==> src/rtl/boot_loader_pkg.sv <==
// Shared constants and types for the boot loader: FSM encodings, widths, bus payloads.
package boot_loader_pkg;

  localparam int unsigned CHK_WIDTH      = 8;
  localparam int unsigned BYTES_PER_WORD = 4;
  localparam int unsigned STATE_W        = 3;

  localparam logic [STATE_W-1:0] S_CNT_HI = 3'd0;
  localparam logic [STATE_W-1:0] S_CNT_LO = 3'd1;
  localparam logic [STATE_W-1:0] S_DATA   = 3'd2;
  localparam logic [STATE_W-1:0] S_CHECK  = 3'd3;
  localparam logic [STATE_W-1:0] S_RUN    = 3'd4;
  localparam logic [STATE_W-1:0] S_ERROR  = 3'd5;

  // One instruction-memory write: byte address plus assembled word.
  typedef struct packed {
    logic [31:0] addr;
    logic [31:0] data;
  } imem_wr_t;

  // States in which the loader is willing to take a byte.
  function automatic logic is_rx_state(input logic [STATE_W-1:0] s);
    return (s == S_CNT_HI) || (s == S_CNT_LO) || (s == S_DATA) || (s == S_CHECK);
  endfunction

endpackage

==> src/rtl/boot_loader_if.sv <==
// Byte-stream input and instruction-memory write port of the boot loader.
interface boot_loader_if;

  logic [7:0]  in_data;
  logic        in_valid;
  logic        in_ready;
  logic        imem_we;
  logic [31:0] imem_waddr;
  logic [31:0] imem_wdata;

  // Stream source / memory sink side.
  modport master (
    output in_data, in_valid,
    input  in_ready, imem_we, imem_waddr, imem_wdata
  );

  // Loader side.
  modport slave (
    input  in_data, in_valid,
    output in_ready, imem_we, imem_waddr, imem_wdata
  );

endinterface

==> src/rtl/boot_loader_byte_assembler.sv <==
// Big-endian byte-to-word assembler: first byte lands in bits [31:24].
module boot_loader_byte_assembler
  import boot_loader_pkg::*;
(
  input  logic        clk,
  input  logic        rst_n,
  input  logic        clear_i,
  input  logic        byte_valid_i,
  input  logic [7:0]  byte_i,
  output logic [31:0] word_o,
  output logic        word_done_o,
  output logic        last_byte_c_o
);

  localparam int unsigned CNT_W  = $clog2(BYTES_PER_WORD);
  localparam int unsigned WORD_W = 8 * BYTES_PER_WORD;
  localparam int unsigned SHR_W  = WORD_W - 8;

  logic [CNT_W-1:0]  cnt_q, cnt_d;
  logic [SHR_W-1:0]  shift_q, shift_d;
  logic [WORD_W-1:0] word_q, word_d;
  logic              done_q, done_d;

  // Shift in bytes; on the last byte of a word publish it with a one-cycle done pulse.
  always_comb begin
    cnt_d         = cnt_q;
    shift_d       = shift_q;
    word_d        = word_q;
    done_d        = 1'b0;
    last_byte_c_o = byte_valid_i && (cnt_q == CNT_W'(BYTES_PER_WORD - 1));
    if (clear_i) begin
      cnt_d   = '0;
      shift_d = '0;
    end else if (byte_valid_i) begin
      if (last_byte_c_o) begin
        word_d  = {shift_q, byte_i};
        done_d  = 1'b1;
        cnt_d   = '0;
        shift_d = '0;
      end else begin
        shift_d = {shift_q[SHR_W-9:0], byte_i};
        cnt_d   = cnt_q + CNT_W'(1);
      end
    end
  end

  // Assembler state registers.
  always_ff @(posedge clk or negedge rst_n) begin
    if (!rst_n) begin
      cnt_q   <= '0;
      shift_q <= '0;
      word_q  <= '0;
      done_q  <= 1'b0;
    end else begin
      cnt_q   <= cnt_d;
      shift_q <= shift_d;
      word_q  <= word_d;
      done_q  <= done_d;
    end
  end

  assign word_o      = word_q;
  assign word_done_o = done_q;

endmodule

==> src/rtl/boot_loader.sv <==
// Boot loader: streams a length-prefixed, checksummed program into instruction
// memory and holds the core in reset until the checksum verifies.
module boot_loader
  import boot_loader_pkg::*;
#(
  parameter int unsigned          ADDR_WORDS_LOG2 = 8,
  parameter logic [CHK_WIDTH-1:0] CHK_INIT        = 8'h00
) (
  input  logic                     clk,
  input  logic                     reset,
  boot_loader_if.slave             bus,
  input  logic                     restart,
  output logic                     cpu_reset,
  output logic                     done,
  output logic                     error,
  output logic [ADDR_WORDS_LOG2:0] words_loaded
);

  localparam int unsigned CNT_W     = ADDR_WORDS_LOG2 + 1;
  localparam int unsigned MAX_WORDS = 32'(1) << ADDR_WORDS_LOG2;

  logic [STATE_W-1:0]   state_q, state_d;
  logic [15:0]          n_q, n_d;
  logic [CHK_WIDTH-1:0] chk_q, chk_d;
  logic [CNT_W-1:0]     word_cnt_q, word_cnt_d;
  logic [31:0]          waddr_q, waddr_d;
  logic                 in_ready_q, in_ready_d;
  logic                 cpu_reset_q, cpu_reset_d;
  logic                 done_q, done_d;
  logic                 error_q, error_d;

  logic                 accept;
  logic                 data_byte_valid;
  logic                 asm_clear;
  logic                 last_byte;
  logic                 asm_done;
  logic [31:0]          asm_word;
  logic [CNT_W-1:0]     word_cnt_inc;

  assign accept          = bus.in_valid && in_ready_q;
  assign data_byte_valid = accept && (state_q == S_DATA);
  assign word_cnt_inc    = word_cnt_q + CNT_W'(1);

  boot_loader_byte_assembler u_asm (
    .clk           (clk),
    .rst_n         (reset),
    .clear_i       (asm_clear),
    .byte_valid_i  (data_byte_valid),
    .byte_i        (bus.in_data),
    .word_o        (asm_word),
    .word_done_o   (asm_done),
    .last_byte_c_o (last_byte)
  );

  // Next-state, checksum, address generation and registered output decode.
  always_comb begin
    state_d    = state_q;
    n_d        = n_q;
    chk_d      = chk_q;
    word_cnt_d = word_cnt_q;
    waddr_d    = waddr_q;
    asm_clear  = 1'b0;

    case (state_q)
      S_CNT_HI: begin
        if (accept) begin
          n_d     = {bus.in_data, n_q[7:0]};
          state_d = S_CNT_LO;
        end
      end
      S_CNT_LO: begin
        if (accept) begin
          n_d = {n_q[15:8], bus.in_data};
          if (32'(n_d) > MAX_WORDS) begin
            state_d = S_ERROR;
          end else if (n_d == 16'd0) begin
            state_d = S_CHECK;
          end else begin
            state_d = S_DATA;
          end
        end
      end
      S_DATA: begin
        if (accept) begin
          chk_d = chk_q + bus.in_data;
          // Address is latched alongside the word so both appear with the write pulse.
          if (last_byte) begin
            waddr_d    = 32'({word_cnt_q, 2'b00});
            word_cnt_d = word_cnt_inc;
            if (32'(word_cnt_inc) == 32'(n_q)) begin
              state_d = S_CHECK;
            end
          end
        end
      end
      S_CHECK: begin
        if (accept) begin
          state_d = (bus.in_data == chk_q) ? S_RUN : S_ERROR;
        end
      end
      S_RUN, S_ERROR: begin
        if (restart) begin
          state_d    = S_CNT_HI;
          n_d        = '0;
          chk_d      = CHK_INIT;
          word_cnt_d = '0;
          asm_clear  = 1'b1;
        end
      end
      default: begin
        state_d = S_ERROR;
      end
    endcase

    in_ready_d  = is_rx_state(state_d);
    done_d      = (state_d == S_RUN);
    error_d     = (state_d == S_ERROR);
    // Core leaves reset one cycle after S_RUN is entered; a restart re-asserts it at once.
    cpu_reset_d = !((state_q == S_RUN) && (state_d == S_RUN));
  end

  // Loader state registers.
  always_ff @(posedge clk or negedge reset) begin
    if (!reset) begin
      state_q     <= S_CNT_HI;
      n_q         <= '0;
      chk_q       <= CHK_INIT;
      word_cnt_q  <= '0;
      waddr_q     <= '0;
      in_ready_q  <= 1'b1;
      cpu_reset_q <= 1'b1;
      done_q      <= 1'b0;
      error_q     <= 1'b0;
    end else begin
      state_q     <= state_d;
      n_q         <= n_d;
      chk_q       <= chk_d;
      word_cnt_q  <= word_cnt_d;
      waddr_q     <= waddr_d;
      in_ready_q  <= in_ready_d;
      cpu_reset_q <= cpu_reset_d;
      done_q      <= done_d;
      error_q     <= error_d;
    end
  end

  assign bus.in_ready   = in_ready_q;
  assign bus.imem_we    = asm_done;
  assign bus.imem_wdata = asm_word;
  assign bus.imem_waddr = waddr_q;
  assign cpu_reset      = cpu_reset_q;
  assign done           = done_q;
  assign error          = error_q;
  assign words_loaded   = word_cnt_q;

endmodule

==> src/flat_wrapper.sv <==
// flat-port wrapper written by rule: the top's interface ports become plain ports
module boot_loader_flat import boot_loader_pkg::*;
#(
  parameter int unsigned          ADDR_WORDS_LOG2 = 8,
  parameter logic [CHK_WIDTH-1:0] CHK_INIT        = 8'h00
)
  (clk, reset, restart, cpu_reset, done, error, words_loaded, bus_in_data, bus_in_valid, bus_in_ready, bus_imem_we, bus_imem_waddr, bus_imem_wdata);
  boot_loader_if bus_i ();
  input  logic clk;
  input  logic reset;
  input  logic restart;
  output logic cpu_reset;
  output logic done;
  output logic error;
  output logic [ADDR_WORDS_LOG2:0] words_loaded;
  input wire logic [$bits(bus_i.in_data)-1:0] bus_in_data;
  input wire logic [$bits(bus_i.in_valid)-1:0] bus_in_valid;
  output wire logic [$bits(bus_i.in_ready)-1:0] bus_in_ready;
  output wire logic [$bits(bus_i.imem_we)-1:0] bus_imem_we;
  output wire logic [$bits(bus_i.imem_waddr)-1:0] bus_imem_waddr;
  output wire logic [$bits(bus_i.imem_wdata)-1:0] bus_imem_wdata;
  assign bus_i.in_data = bus_in_data;
  assign bus_i.in_valid = bus_in_valid;
  assign bus_in_ready = bus_i.in_ready;
  assign bus_imem_we = bus_i.imem_we;
  assign bus_imem_waddr = bus_i.imem_waddr;
  assign bus_imem_wdata = bus_i.imem_wdata;
  boot_loader #(.ADDR_WORDS_LOG2(ADDR_WORDS_LOG2), .CHK_INIT(CHK_INIT)) u_core (.clk(clk), .reset(reset), .bus(bus_i), .restart(restart), .cpu_reset(cpu_reset), .done(done), .error(error), .words_loaded(words_loaded));
endmodule
==> config.mk <==
export PLATFORM = sky130hd
export DESIGN_NAME = boot_loader_flat
export DESIGN_NICKNAME = d
export VERILOG_FILES = /design/src/rtl/boot_loader_pkg.sv /design/src/rtl/boot_loader_if.sv /design/src/rtl/boot_loader_byte_assembler.sv /design/src/rtl/boot_loader.sv /design/src/flat_wrapper.sv
export SDC_FILE = /design/constraint.sdc
export NUM_CORES = 1
export LEC_CHECK = 0
export CAP_MARGIN = 20
export CELL_PAD_IN_SITES_DETAIL_PLACEMENT = 0
export CELL_PAD_IN_SITES_GLOBAL_PLACEMENT = 1
export CORE_ASPECT_RATIO = 0.8
export CORE_MARGIN = 5
export CORE_UTILIZATION = 35
export DETAILED_ROUTE_END_ITERATION = 10
export PLACE_DENSITY = 0.7
export SYNTH_ARGS = -nofsm -noshare
export SYNTH_HDL_FRONTEND = slang
export SYNTH_HIERARCHICAL = 1
export SYNTH_SLANG_ARGS = --single-unit
==> constraint.sdc <==
create_clock -name clk -period 6.7 [get_ports clk]
set_clock_uncertainty 0.1 [all_clocks]
set_input_delay 1.34 -clock clk [delete_from_list [all_inputs] [get_ports clk]]
set_output_delay 1.34 -clock clk [all_outputs]
set_load 0.1 [all_outputs]
; ---- Word level (Yosys, flattened, before mapping)
; Index checks and enable logic that the tools add are counted.
[totals]
ff_bits = 108
inputBits = 12
output_inout_bits = 78
wordCells = 94
[op_classes]
addsub = 3
order_cmp = 1
n_eq_ne = 18
muxes = 33
n_bitwise = 3
n_reduce_logical = 22
[ops]
columns = operator, count
row1 = $mux W24, 3
row2 = $pmux W16 S3, 1
row3 = $mux W16, 2
row4 = $mux W9, 3
row5 = $mux W3, 8
row6 = $mux W8, 3
row7 = $pmux W9 S2, 1
row8 = $eq A9 B16 Y1, 1
row9 = $gt A16 B9 Y1 const B, 1
row10 = $logic_not A16 Y1, 1
row11 = $pmux W8 S2, 1
row12 = $pmux W3 S5, 1
row13 = $eq A3 B2 Y1 const B, 4
row14 = $eq A3 B3 Y1 const B, 4
row15 = $reduce_and A4 Y1, 3
row16 = $add A9 B1 Y9 const B, 1
row17 = $reduce_and A3 Y1, 3
row18 = $add A8 B8 Y8, 1
row19 = $eq A8 B8 Y1, 1
row20 = $ne A2 B1 Y1 const B, 4
row21 = $reduce_bool A2 Y1, 4
row22 = $mux W1, 7
row23 = $eq A3 B1 Y1 const B, 2
row24 = $logic_not A3 Y1, 2
row25 = 9 further kinds, 18

; ---- Longest topological paths before layout
; Gate-level depths: netlist (run 1).
[depth]
word_depth = 10
depth_mapped = 12
mapped_depth_nobuf = 9

; ---- Modules after synthesis
; The synthesis (run 1) kept the hierarchy.
[modules_own_cells]
columns = module, n_inst, cells_each, area_per_inst_um2
row1 = boot_loader, 1, 333, 2922.8
row2 = boot_loader_byte_assembler, 1, 185, 2551.2

; ---- Worst setup path after synthesis (run 1)
; No wires, ideal clock.
[synth_path]
path_type = input-to-reg
start = input bus_in_valid
end = register u_core.error_q, in the netlist u_core/error
arrival_ns = 3.553
path_slack_ns = 2.972
cell_stages = 11
n_path_buf = 2
path_cell_list = nor4bb_1 > nand2_1 > inv_1 > buf_2 > buf_2 > and2_1 > nand2_1 > nor4_1 > nand4_1 > or4b_4 > a21oi_2
[synth_via]
elab_chain_cells = 7
elab_cells_between_ends = 10
cone_classes = 1 x eq/ne / 6 x mux / 3 x reduce/logical
[synth_lines]
columns = element, line
row1 = start: declaration, flat_wrapper.sv:17  ; input wire logic [$bits(bus_i.in_valid)-1:0] bus_in_valid;
row2 = $logic_and A1 B1 Y1, boot_loader.sv:40  ; assign accept = bus.in_valid && in_ready_q;
row3 = $logic_and A1 B1 Y1, boot_loader.sv:41  ; assign data_byte_valid = accept && (state_q == S_DATA);
row4 = named net u_core.data_byte_valid, boot_loader.sv:33  ; logic data_byte_valid;
row5 = $logic_and A1 B1 Y1, boot_loader_byte_assembler.sv:30  ; last_byte_c_o = byte_valid_i && (cnt_q == CNT_W'(BYTES_PER_WORD - 1));
row6 = named net u_core.last_byte, boot_loader.sv:35  ; logic last_byte;
row7 = $mux W3, boot_loader.sv:87  ; if (last_byte) begin
row8 = $mux W3, boot_loader.sv:84  ; if (accept) begin
row9 = $pmux W3 S5, boot_loader.sv:64  ; case (state_q)
row10 = $eq A3 B3 Y1, boot_loader.sv:117  ; error_d = (state_d == S_ERROR);
row11 = named net u_core.error_d, boot_loader.sv:30  ; logic error_q, error_d;
row12 = end signal: assignment, boot_loader.sv:143  ; error_q <= error_d;
row13 = end: declaration, boot_loader.sv:30
; The timed path passes the listed nets, and every way through them passes these cells.
; A chain may end at the register's enable or synchronous reset.

; ---- Final worst setup path (run 1)
[layout_path]
start = input bus_in_valid
end = register u_core.word_cnt_q[6], in the netlist u_core/words_loaded[6]
[layout_via]
elab_chain_cells = 5
elab_cells_between_ends = 6
cone_classes = 2 x eq/ne / 4 x reduce/logical
[layout_lines]
columns = element, line
row1 = $logic_and A1 B1 Y1, boot_loader.sv:40
row2 = $logic_and A1 B1 Y1, boot_loader.sv:41
row3 = named net u_core.data_byte_valid, boot_loader.sv:33
row4 = $logic_and A1 B1 Y1, boot_loader_byte_assembler.sv:30
row5 = named net u_core.last_byte, boot_loader.sv:35
row6 = $ne A2 B1 Y1 (no source line), --
row7 = $reduce_and A4 Y1 (no source line), --
row8 = end signal: assignment, boot_loader.sv:138  ; word_cnt_q <= word_cnt_d;
row9 = end: declaration, boot_loader.sv:25  ; logic [CNT_W-1:0] word_cnt_q, word_cnt_d;
; The timed path passes the listed nets, and every way through them passes these cells.

==> metrics.txt, run 1 <==
initial detailed-routing violation count 222; GP Congestion 0.824; Clock transition at path regs 0.07 ns; Synth async-reset ratio 1.00; fin crit share 0.653; Critical Path RT 6.81 ns; clock buffer count from CTS 9; share of cells above drive strength 1 0.108; measured slew at the worst slew-check pin 0.994 ns; Worst R2R Setup Slack 3.37 ns; status complete, no violations; endpoints failing setup 0; PortBufs 66; Worst Hold Class flip-flop to flip-flop; post-synthesis cell area 5470 um2; number of flops mapped to enable cells by yosys 0; H-Tree Depth 3; CTS tree built; CTS root buf clkbuf_16; worst slack, placed 2.00 ns; total global-route track usage 0.144; FMAX 0.229 GHz; routed length on met3 821 um; Synth Flop Type dfrtp_1; routed wire length 12.7 mm; instance count of the mapped netlist 518; largest buffer count on any clock path 2; PwrDens 289 nW/um2; final net count 590; Rel. slew slack 0.335; DRT Pass-1 Iters 4; VDD IR max 114 uV; die footprint 18300 um2; Critical Setup Path Class primary input to flip-flop; Max-Cap Viols 0; largest net degree at the start of global routing 82; post-synthesis sequential area ratio 0.494; die width 150 um; row cnt 40; PnR worst setup slack 2.33 ns; ANT cells 0; Yosys top cell area share 0.485; YS warnings 6; core area 15200 um2; Worst-Skew Late Latency 0.35 ns; Seq cells post-synth 108; uppermost layer routed met4; Via Count 3836; Final Hold Viols 0; Leak Pwr 3.00 nW; largest cells by area after synthesis dfrtp_1 48%, mux2_4 8.0%, nand2_1 4.3%; # Post-CTS Setup Buffers 0; Avg Inst Size Synth 10.6 um2; r2r worst-path depth 9; CTS resizes 0; synth unique cells 53; CP startpoint kind primary input; Top Ports 90; drt wl/cell 16.2 um; routed length on met2 5.54 mm; hold buffers post-CTS 0; Area Overhead vs Synth 18.1%; DRC 0; clock sinks 108; vias per cell 4.90; initial antenna violation count 0; Metal-1 WL 6.18 mm; Tmin final 4.37 ns; Synth area leader dfrtp_1; Crit Path Max Fanout 16; number of routed nets with antenna violations 0; crit end category flip-flop; Die Ht 122 um; RSZ-0062 raised after global routing no; Starting Density 0.361; vias in the first global route 3768; Critical Path AT 4.48 ns; total gr overflow 0; detailed placement HPWL 8.57 mm; first-pass GRT wire length 20.7 mm; Pins Over Slew Limit 0; Post-Route Setup TNS 0 ns; worst hold path depth 2
==> per-layer routing <==
layer | GRT usage | vias to the layer above
li1 | - | 1834
met1 | 0.214 | 1881
met2 | 0.210 | 114
met3 | 0.0394 | 7
met4 | 0.0326 | 0
met5 | 0 | -
==> power breakdown <==
group / switching, mW / internal, mW
Sequential: 0.0759 / 0.736
Clock: 0.258 / 0.261
Combinational: 0.369 / 0.168
==> kinds of logic after synthesis <==
logic type / Yosys count / share of synthesized area
simple gates: 188 / 0.189
other cells: 1 / 0.000685
fa+ha+maj: 10 / 0.0242
buf+inv: 69 / 0.0750
xor+xnor: 20 / 0.0347
compound gates: 87 / 0.0910
mux: 35 / 0.0912
flops: 108 / 0.494
==> registers in the layout, summed over array words and instances (netlist names), 2 cells and up <==
name	flops
u_core/u_asm/word_o	32
u_core/bus.imem_waddr	9
u_core/chk_q	8
u_core/u_asm/shift_q	24
u_core/words_loaded	9
u_core/state_q	3
u_core/n_q	16
u_core/u_asm/cnt_q	2
==> path summary, 6_finish.rpt <==
kind,startpoint,endpoint
worst max-delay path,bus_in_valid,u_core/words_loaded[6]
worst min-delay path,u_core/bus.imem_waddr[3],u_core/bus.imem_waddr[3]
worst max register to register,u_core/bus.in_ready,u_core/words_loaded[6]
worst min register to register,u_core/bus.imem_waddr[3],u_core/bus.imem_waddr[3]
max in group asynchronous,reset,u_core/bus.in_ready
min in group asynchronous,reset,u_core/u_asm/word_o[18]
==> placed cells by master (no fill, tap or decap), types with 3 or more instances in the layout <==
cell / count
nor4_1: 3
nand2_1: 63
nand3_1: 27
mux2_4: 29
nand4_1: 4
xnor2_1: 10
xor2_1: 9
nor2_1: 14
nor3_1: 4
buf_4: 4
nand3b_1: 26
clkdlybuf4s50_1: 65
nand2b_1: 26
o31ai_1: 3
o21ai_0: 31
inv_1: 15
nor3b_1: 3
mux2i_1: 3
mux2_2: 3
conb_1: 23
ha_1: 9
a21oi_1: 35
a31oi_1: 4
clkbuf_16: 9
dfrtp_1: 106
==> Yosys cell counts (3+ instances only) <==
cell      number
buf_2          5
mux2i_1        3
ha_1           9
a31oi_1        4
xor2_1         9
nand3_1       27
nand3b_1      26
nand2b_1      26
nor4_1         3
o21ai_0       31
a21oi_1       35
nor3b_1        3
inv_1         15
mux2_4        29
dfrtp_1      106
nand2_1       63
nor3_1         4
buf_6          6
clkbuf_1      15
o31ai_1        3
buf_4         26
nand4_1        4
mux2_2         3
xnor2_1       10
nor2_1        14
==> through the flow <==
step / utilization / cells / hold WS (ns) / total power, mW / area (um2)
2_1_floorplan: - / 540 / 0.342 / 1.24 / 5560
3_3_place_gp: 0.405 / 765 / 0.355 / 1.35 / 6150
3_5_place_dp: 0.405 / 765 / 0.362 / 1.36 / 6150
4_1_cts: 0.424 / 781 / 0.381 / 1.88 / 6430
5_1_grt: 0.426 / 783 / 0.401 / 1.98 / 6460
6_report: 0.426 / 783 / 0.376 / 1.87 / 6460
==> cell type report <==
cell class | instances | area (um2)
clock buffers | 10 | 229
clock inverters | 6 | 55.1
fillers | 1469 | 8700
inverters | 15 | 56.3
multi-input cells | 363 | 2440
flip-flops and latches | 108 | 2710
well taps | 210 | 263
repair buffers | 71 | 713
==> worst max-delay path, cell delays in order <==
cell and delay, ns:
clkdlybuf4s50_1 0.57, nor4bb_1 0.41, nand2_1 0.37, inv_1 0.15, and2_1 0.16, nand2_1 0.09, nor2_1 0.75, nor2_1 0.26
o21ai_0 0.26, o31ai_1 0.10
Note: power is estimated with default switching activity, not from simulation.
==> inputs of run 2 (changes only) <==
==> constraint.sdc (replaced) <==
create_clock -name clk -period 4.45 [get_ports clk]
set_clock_uncertainty 0.1 [all_clocks]
set_input_delay 0.89 -clock clk [delete_from_list [all_inputs] [get_ports clk]]
set_output_delay 0.89 -clock clk [all_outputs]
set_load 0.1 [all_outputs]
==> run 2 against run 1 <==
Compared with the run above:
- global-route usage increased by 0.28 points
- final area increased by 1.6%
- sequential power grew 50%
- critical path type unchanged
- largest cell class unchanged
- highest routed layer unchanged
==> metrics.txt, run 2 (synthesis gave the netlist of run 1 again) <==
status complete, no violations (unchanged); CTS resizes 0 (unchanged); share of cells above drive strength 1 0.117 (was 0.108); clock buffer count from CTS 9 (unchanged); first-pass GRT wire length 21.1 mm (was 20.7 mm); Starting Density 0.361 (unchanged); r2r worst-path depth 9 (unchanged); Leak Pwr 3.06 nW (was 3.00 nW); Die Ht 122 um (unchanged); clock sinks 108 (unchanged); placed cells 772 (was 765); Tot Pwr 3.01 mW (was 1.87 mW); endpoints failing setup 0 (unchanged); hold buffers post-CTS 0 (unchanged); most frequent cells in the layout 106 x dfrtp_1, 65 x clkdlybuf4s50_1, 63 x nand2_1 (unchanged); H-Tree Depth 3 (unchanged); die footprint 18300 um2 (unchanged); worst hold path depth 2 (unchanged); DRT Pass-1 Iters 5 (was 4); Post-Route Setup TNS 0 ns (unchanged); Top Ports 90 (unchanged); Pins Over Slew Limit 0 (unchanged); PwrDens 459 nW/um2 (was 289 nW/um2); row cnt 40 (unchanged); RSZ-0062 raised after global routing no (unchanged); max reg flops 32 (unchanged); initial detailed-routing violation count 221 (was 222); Worst-Skew Late Latency 0.35 ns (about the same); final net count 596 (was 590); total gr overflow 0 (unchanged); Area Overhead vs Synth 20.0% (was 18.1%); fin crit share 0.739; total global-route track usage 0.147 (was 0.144); GP Congestion 0.856 (was 0.824); ANT cells 0 (unchanged); vias per cell 4.83 (was 4.90); Critical Setup Path Class primary input to flip-flop (unchanged); CTS root buf clkbuf_16 (unchanged); CP startpoint kind primary input (unchanged); largest net degree at the start of global routing 74 (was 82); WHS 0.376 ns (about the same); Final Hold Viols 0 (unchanged); crit end category flip-flop (unchanged); Finished Core Util 0.433 (was 0.426); Via Count 3813 (was 3836); Crit Path Max Fanout 5 (was 16); largest buffer count on any clock path 2 (unchanged); Worst Hold Class flip-flop to flip-flop (unchanged); Critical Path AT 3.47 ns (was 4.48 ns); drt wl/cell 16.4 um (was 16.2 um); Clock transition at path regs 0.07 ns (about the same); Tmin final 3.29 ns; Critical Path RT 4.63 ns (was 6.81 ns); PortBufs 66 (unchanged); # Post-CTS Setup Buffers 0 (unchanged); Max-Cap Viols 0 (unchanged); DRC 0 (unchanged); FMAX 0.304 GHz; commonest non-fill, non-tap cell in the layout dfrtp_1 (unchanged); number of routed nets with antenna violations 0 (unchanged); detailed placement HPWL 8.92 mm (was 8.57 mm); Rel. slew slack 0.335 (about the same); initial antenna violation count 0 (unchanged); CTS tree built (unchanged); core area 15200 um2 (unchanged); VDD IR max 237 uV (was 114 uV); fin cells 789 (was 783); measured slew at the worst slew-check pin 0.994 ns (about the same); routed wire length 13.0 mm (was 12.7 mm); vias in the first global route 3790 (was 3768); die width 150 um (unchanged)
==> run 2: changes by cell type in the layout (fill, tap and decap cells not counted), sizes merged <==
cell	delta
buf	+6
bufinv	+4
inv	-4
clkinv	+1
clkinvlp	-1
==> run 2: per-layer routing <==
metal | share of wire | track usage | vias to the layer above
met2 | 0.44 | 0.214 | 90
met5 | 0 | 0 | -
met4 | 0.014 | 0.0474 | 0
li1 | - | - | 1845
met3 | 0.052 | 0.0338 | 12
met1 | 0.50 | 0.216 | 1866
==> run 2: path summary, 6_finish.rpt <==
kind,startpoint,endpoint,slack (ns)
setup / recovery,bus_in_valid,u_core/error,1.16
hold / removal,u_core/bus.imem_waddr[7],u_core/bus.imem_waddr[7],0.38
setup reg to reg,u_core/state_q[2],u_core/error,1.75
hold reg to reg,u_core/bus.imem_waddr[7],u_core/bus.imem_waddr[7],0.38
max in group asynchronous,reset,u_core/cpu_reset,2.81
min in group asynchronous,reset,u_core/u_asm/word_o[18],0.56
==> run 2: through the flow <==
stage | instance area (um2) | worst slack (ns)
after floorplan | 5560 | 1.17
after global placement | 6200 | 0.873
after detailed placement | 6200 | 0.820
after CTS | 6560 | 1.17
after global routing | 6570 | 0.931
final | 6570 | 1.16
==> run 2: cell type report <==
| cell class | count | area, um2 |
|---|---|---|
| Clock inverter | 6 | 136 |
| Tap cell | 210 | 263 |
| Inverter | 15 | 56.3 |
| Fill cell | 1437 | 8600 |
| Clock buffer | 10 | 229 |
| Sequential cell | 108 | 2710 |
| Timing Repair Buffer | 77 | 738 |
| Multi-Input combinational cell | 363 | 2440 |
==> run 2: where the power goes <==
| group | switching, mW | internal (mW) | leakage, nW |
|---|---|---|---|
| Combinational | 0.566 | 0.256 | 1.40 |
| Clock | 0.361 | 0.608 | 0.173 |
| Sequential | 0.111 | 1.11 | 1.49 |
| Total | 1.04 | 1.97 | 3.06 |
==> run 2: critical path, stage by stage <==
cell             delay (ns)
clkdlybuf4s50_1        0.55
nor4bb_1               0.39
nand2_1                0.13
inv_1                  0.14
and2_1                 0.16
nand2_1                0.08
nor4_1                 0.27
nand4_1                0.17
or4b_4                 0.55
a21oi_2                0.14
==> inputs of run 3 (changes only) <==
==> constraint.sdc (replaced) <==
create_clock -name clk -period 3.05 [get_ports clk]
set_clock_uncertainty 0.1 [all_clocks]
set_input_delay 0.61 -clock clk [delete_from_list [all_inputs] [get_ports clk]]
set_output_delay 0.61 -clock clk [all_outputs]
set_load 0.1 [all_outputs]
==> run 3 against run 2 <==
Compared with the run above:
- combinational power grew 53%
- utilization grew 0.32 points
- sequential power grew 48%
- sequential share of layout area shrank 0.25 points
- via count grew 3.3%
- final area grew 0.74%
- count of clock-buffer cells in the layout is the same
- final cell count grew 3.0%
- critical path depth is the same
- first-iteration DRC count shrank 2.3%
- total power grew 44%
- sequential cell count is the same
==> metrics.txt, run 3 (synthesis gave the netlist of run 1 again) <==
CTS tree built (unchanged); number of routed nets with antenna violations 0 (unchanged); drt wl/cell 15.6 um (was 16.4 um); routed wire length 12.7 mm (was 13.0 mm); reg2reg start u_core/bus.in_ready (was u_core/state_q[2]); Area Overhead vs Synth 20.9% (was 20.0%); die width 150 um (unchanged); detailed placement HPWL 9.05 mm (was 8.92 mm); final net count 620 (was 596); DRC 0 (unchanged); clock power share 0.295 (was 0.322); H-Tree Depth 3 (unchanged); hold buffers post-CTS 0 (unchanged); combinational power share 0.291 (was 0.273); Tmin final 2.76 ns; P_sw 1.55 mW (was 1.04 mW); Worst R2R Setup Slack 0.48 ns (was 1.75 ns); total gr overflow 0 (unchanged); DRT Pass-1 Iters 4 (was 5); initial detailed-routing violation count 216 (was 221); initial antenna violation count 0 (unchanged); GP Congestion 0.838 (was 0.856); CP startpoint kind primary input (unchanged); total global-route track usage 0.147 (about the same); Via Count 3937 (was 3813); FMAX 0.362 GHz; max reg flops 32 (unchanged); PwrDens 655 nW/um2 (was 459 nW/um2); r2r worst-path depth 9 (unchanged); vias per cell 4.84 (was 4.83); Reg2Reg Capture Point u_core/error (unchanged); first-pass GRT wire length 21.5 mm (was 21.1 mm); ANT cells 0 (unchanged); share of cells above drive strength 1 0.247 (was 0.117); Clock transition at path regs 0.07 ns (about the same); switching part of the total 0.357 (was 0.345); fin cells 813 (was 789); crit end category flip-flop (unchanged); RSZ-0062 raised after global routing no (unchanged); fin crit share 0.905; sequential share of power 0.415 (was 0.405); Max-Cap Viols 0 (unchanged); row cnt 40 (unchanged); commonest non-fill, non-tap cell in the layout dfrtp_1 (unchanged); Critical Path AT 2.94 ns (was 3.47 ns); area of the multi-input gates 2460 um2 (was 2440 um2); Leak Pwr 3.29 nW (was 3.06 nW); PortBufs 66 (unchanged); Crit Path Max Fanout 2 (was 5); register area 2710 um2 (about the same); Pins Over Slew Limit 0 (unchanged); die footprint 18300 um2 (unchanged); WHS 0.152 ns (was 0.376 ns); Worst-Skew Late Latency 0.35 ns (about the same); largest buffer count on any clock path 2 (unchanged); Critical Path RT 3.23 ns (was 4.63 ns); # Post-CTS Setup Buffers 0 (unchanged); vias in the first global route 4012 (was 3790); Worst Hold Class primary input to asynchronous set/reset pin (was flip-flop to flip-flop); Top Ports 90 (unchanged); placed cells 797 (was 772); status complete, no violations (unchanged); measured slew at the worst slew-check pin 0.721 ns (was 0.994 ns); endpoints failing setup 0 (unchanged); Rel. slew slack 0.516 (was 0.335); Critical Setup Path Class primary input to flip-flop (unchanged); # fillers 1440 (was 1437); CTS resizes 0 (unchanged); largest net degree at the start of global routing 55 (was 74); core area 15200 um2 (unchanged); Final Hold Viols 0 (unchanged); VDD IR max 286 uV (was 237 uV); Starting Density 0.361 (unchanged); clock sinks 108 (unchanged); CTS root buf clkbuf_16 (unchanged); Cell Int Power 2.79 mW (was 1.97 mW); Finished Core Util 0.436 (was 0.433); clock buffer count from CTS 9 (unchanged); most frequent cells in the layout 106 x dfrtp_1, 89 x buf_4, 62 x nand2_1 (was 106 x dfrtp_1, 65 x clkdlybuf4s50_1, 63 x nand2_1); Die Ht 122 um (unchanged)
## run 3: worst max-delay path by stage
| stage | cells after the start | from | end |
|---|---|---|---|
| after detailed placement | 10 | bus_in_valid | u_core/error |
| after global placement | 10 | bus_in_valid | u_core/error |
| after global routing | 10 | bus_in_valid | u_core/error |
| after CTS | 10 | bus_in_valid | u_core/error |
| final | 10 | bus_in_valid | u_core/error |
| after floorplan | 11 | u_core/bus.in_ready | u_core/error |
## run 3: final cells by class
class / count / area share
Inverter: 15 / 0.00851
Clock inverter: 6 / 0.0142
Clock buffer: 10 / 0.0346
Timing Repair Buffer: 101 / 0.122
Tap cell: 210 / 0.0397
Multi-Input combinational cell: 363 / 0.372
Sequential cell: 108 / 0.409
## run 3: worst max-delay path: stages
cell and delay (ns):
clkdlybuf4s50_1 0.49, nor4bb_4 0.32, nand2_2 0.09, inv_1 0.08, and2_1 0.14, nand2_1 0.07, nor4_1 0.28, nand4_1 0.17
or4b_4 0.55, a21oi_2 0.14
## run 3: metrics by stage
stage / total power, mW / area, um2 / setup TNS, ns / setup slack, ns
floorplan: 2.74 / 5580 / 0 / 0.0220
global placement: 3.06 / 6290 / -0.0568 / -0.0289
detailed placement: 3.08 / 6290 / -0.123 / -0.0695
CTS: 4.38 / 6620 / 0 / 0.283
global route: 4.60 / 6620 / 0 / 0.130
finish: 4.34 / 6620 / 0 / 0.289
## run 3: power groups by stage
| stage | registers (mW) | clock network, mW | logic, mW |
|---|---|---|---|
| global placement | 1.82 | 0 | 1.24 |
| CTS | 1.79 | 1.32 | 1.26 |
| finish | 1.80 | 1.28 | 1.26 |
| detailed placement | 1.82 | 0 | 1.25 |
| global route | 1.83 | 1.38 | 1.39 |
| floorplan | 1.88 | 0 | 0.866 |
## run 3: layer usage
metal | share of wire | global-route usage
met1 | 0.51 | 0.218
met2 | 0.43 | 0.217
met3 | 0.040 | 0.0301
met4 | 0.014 | 0.0429
met5 | 0 | 0
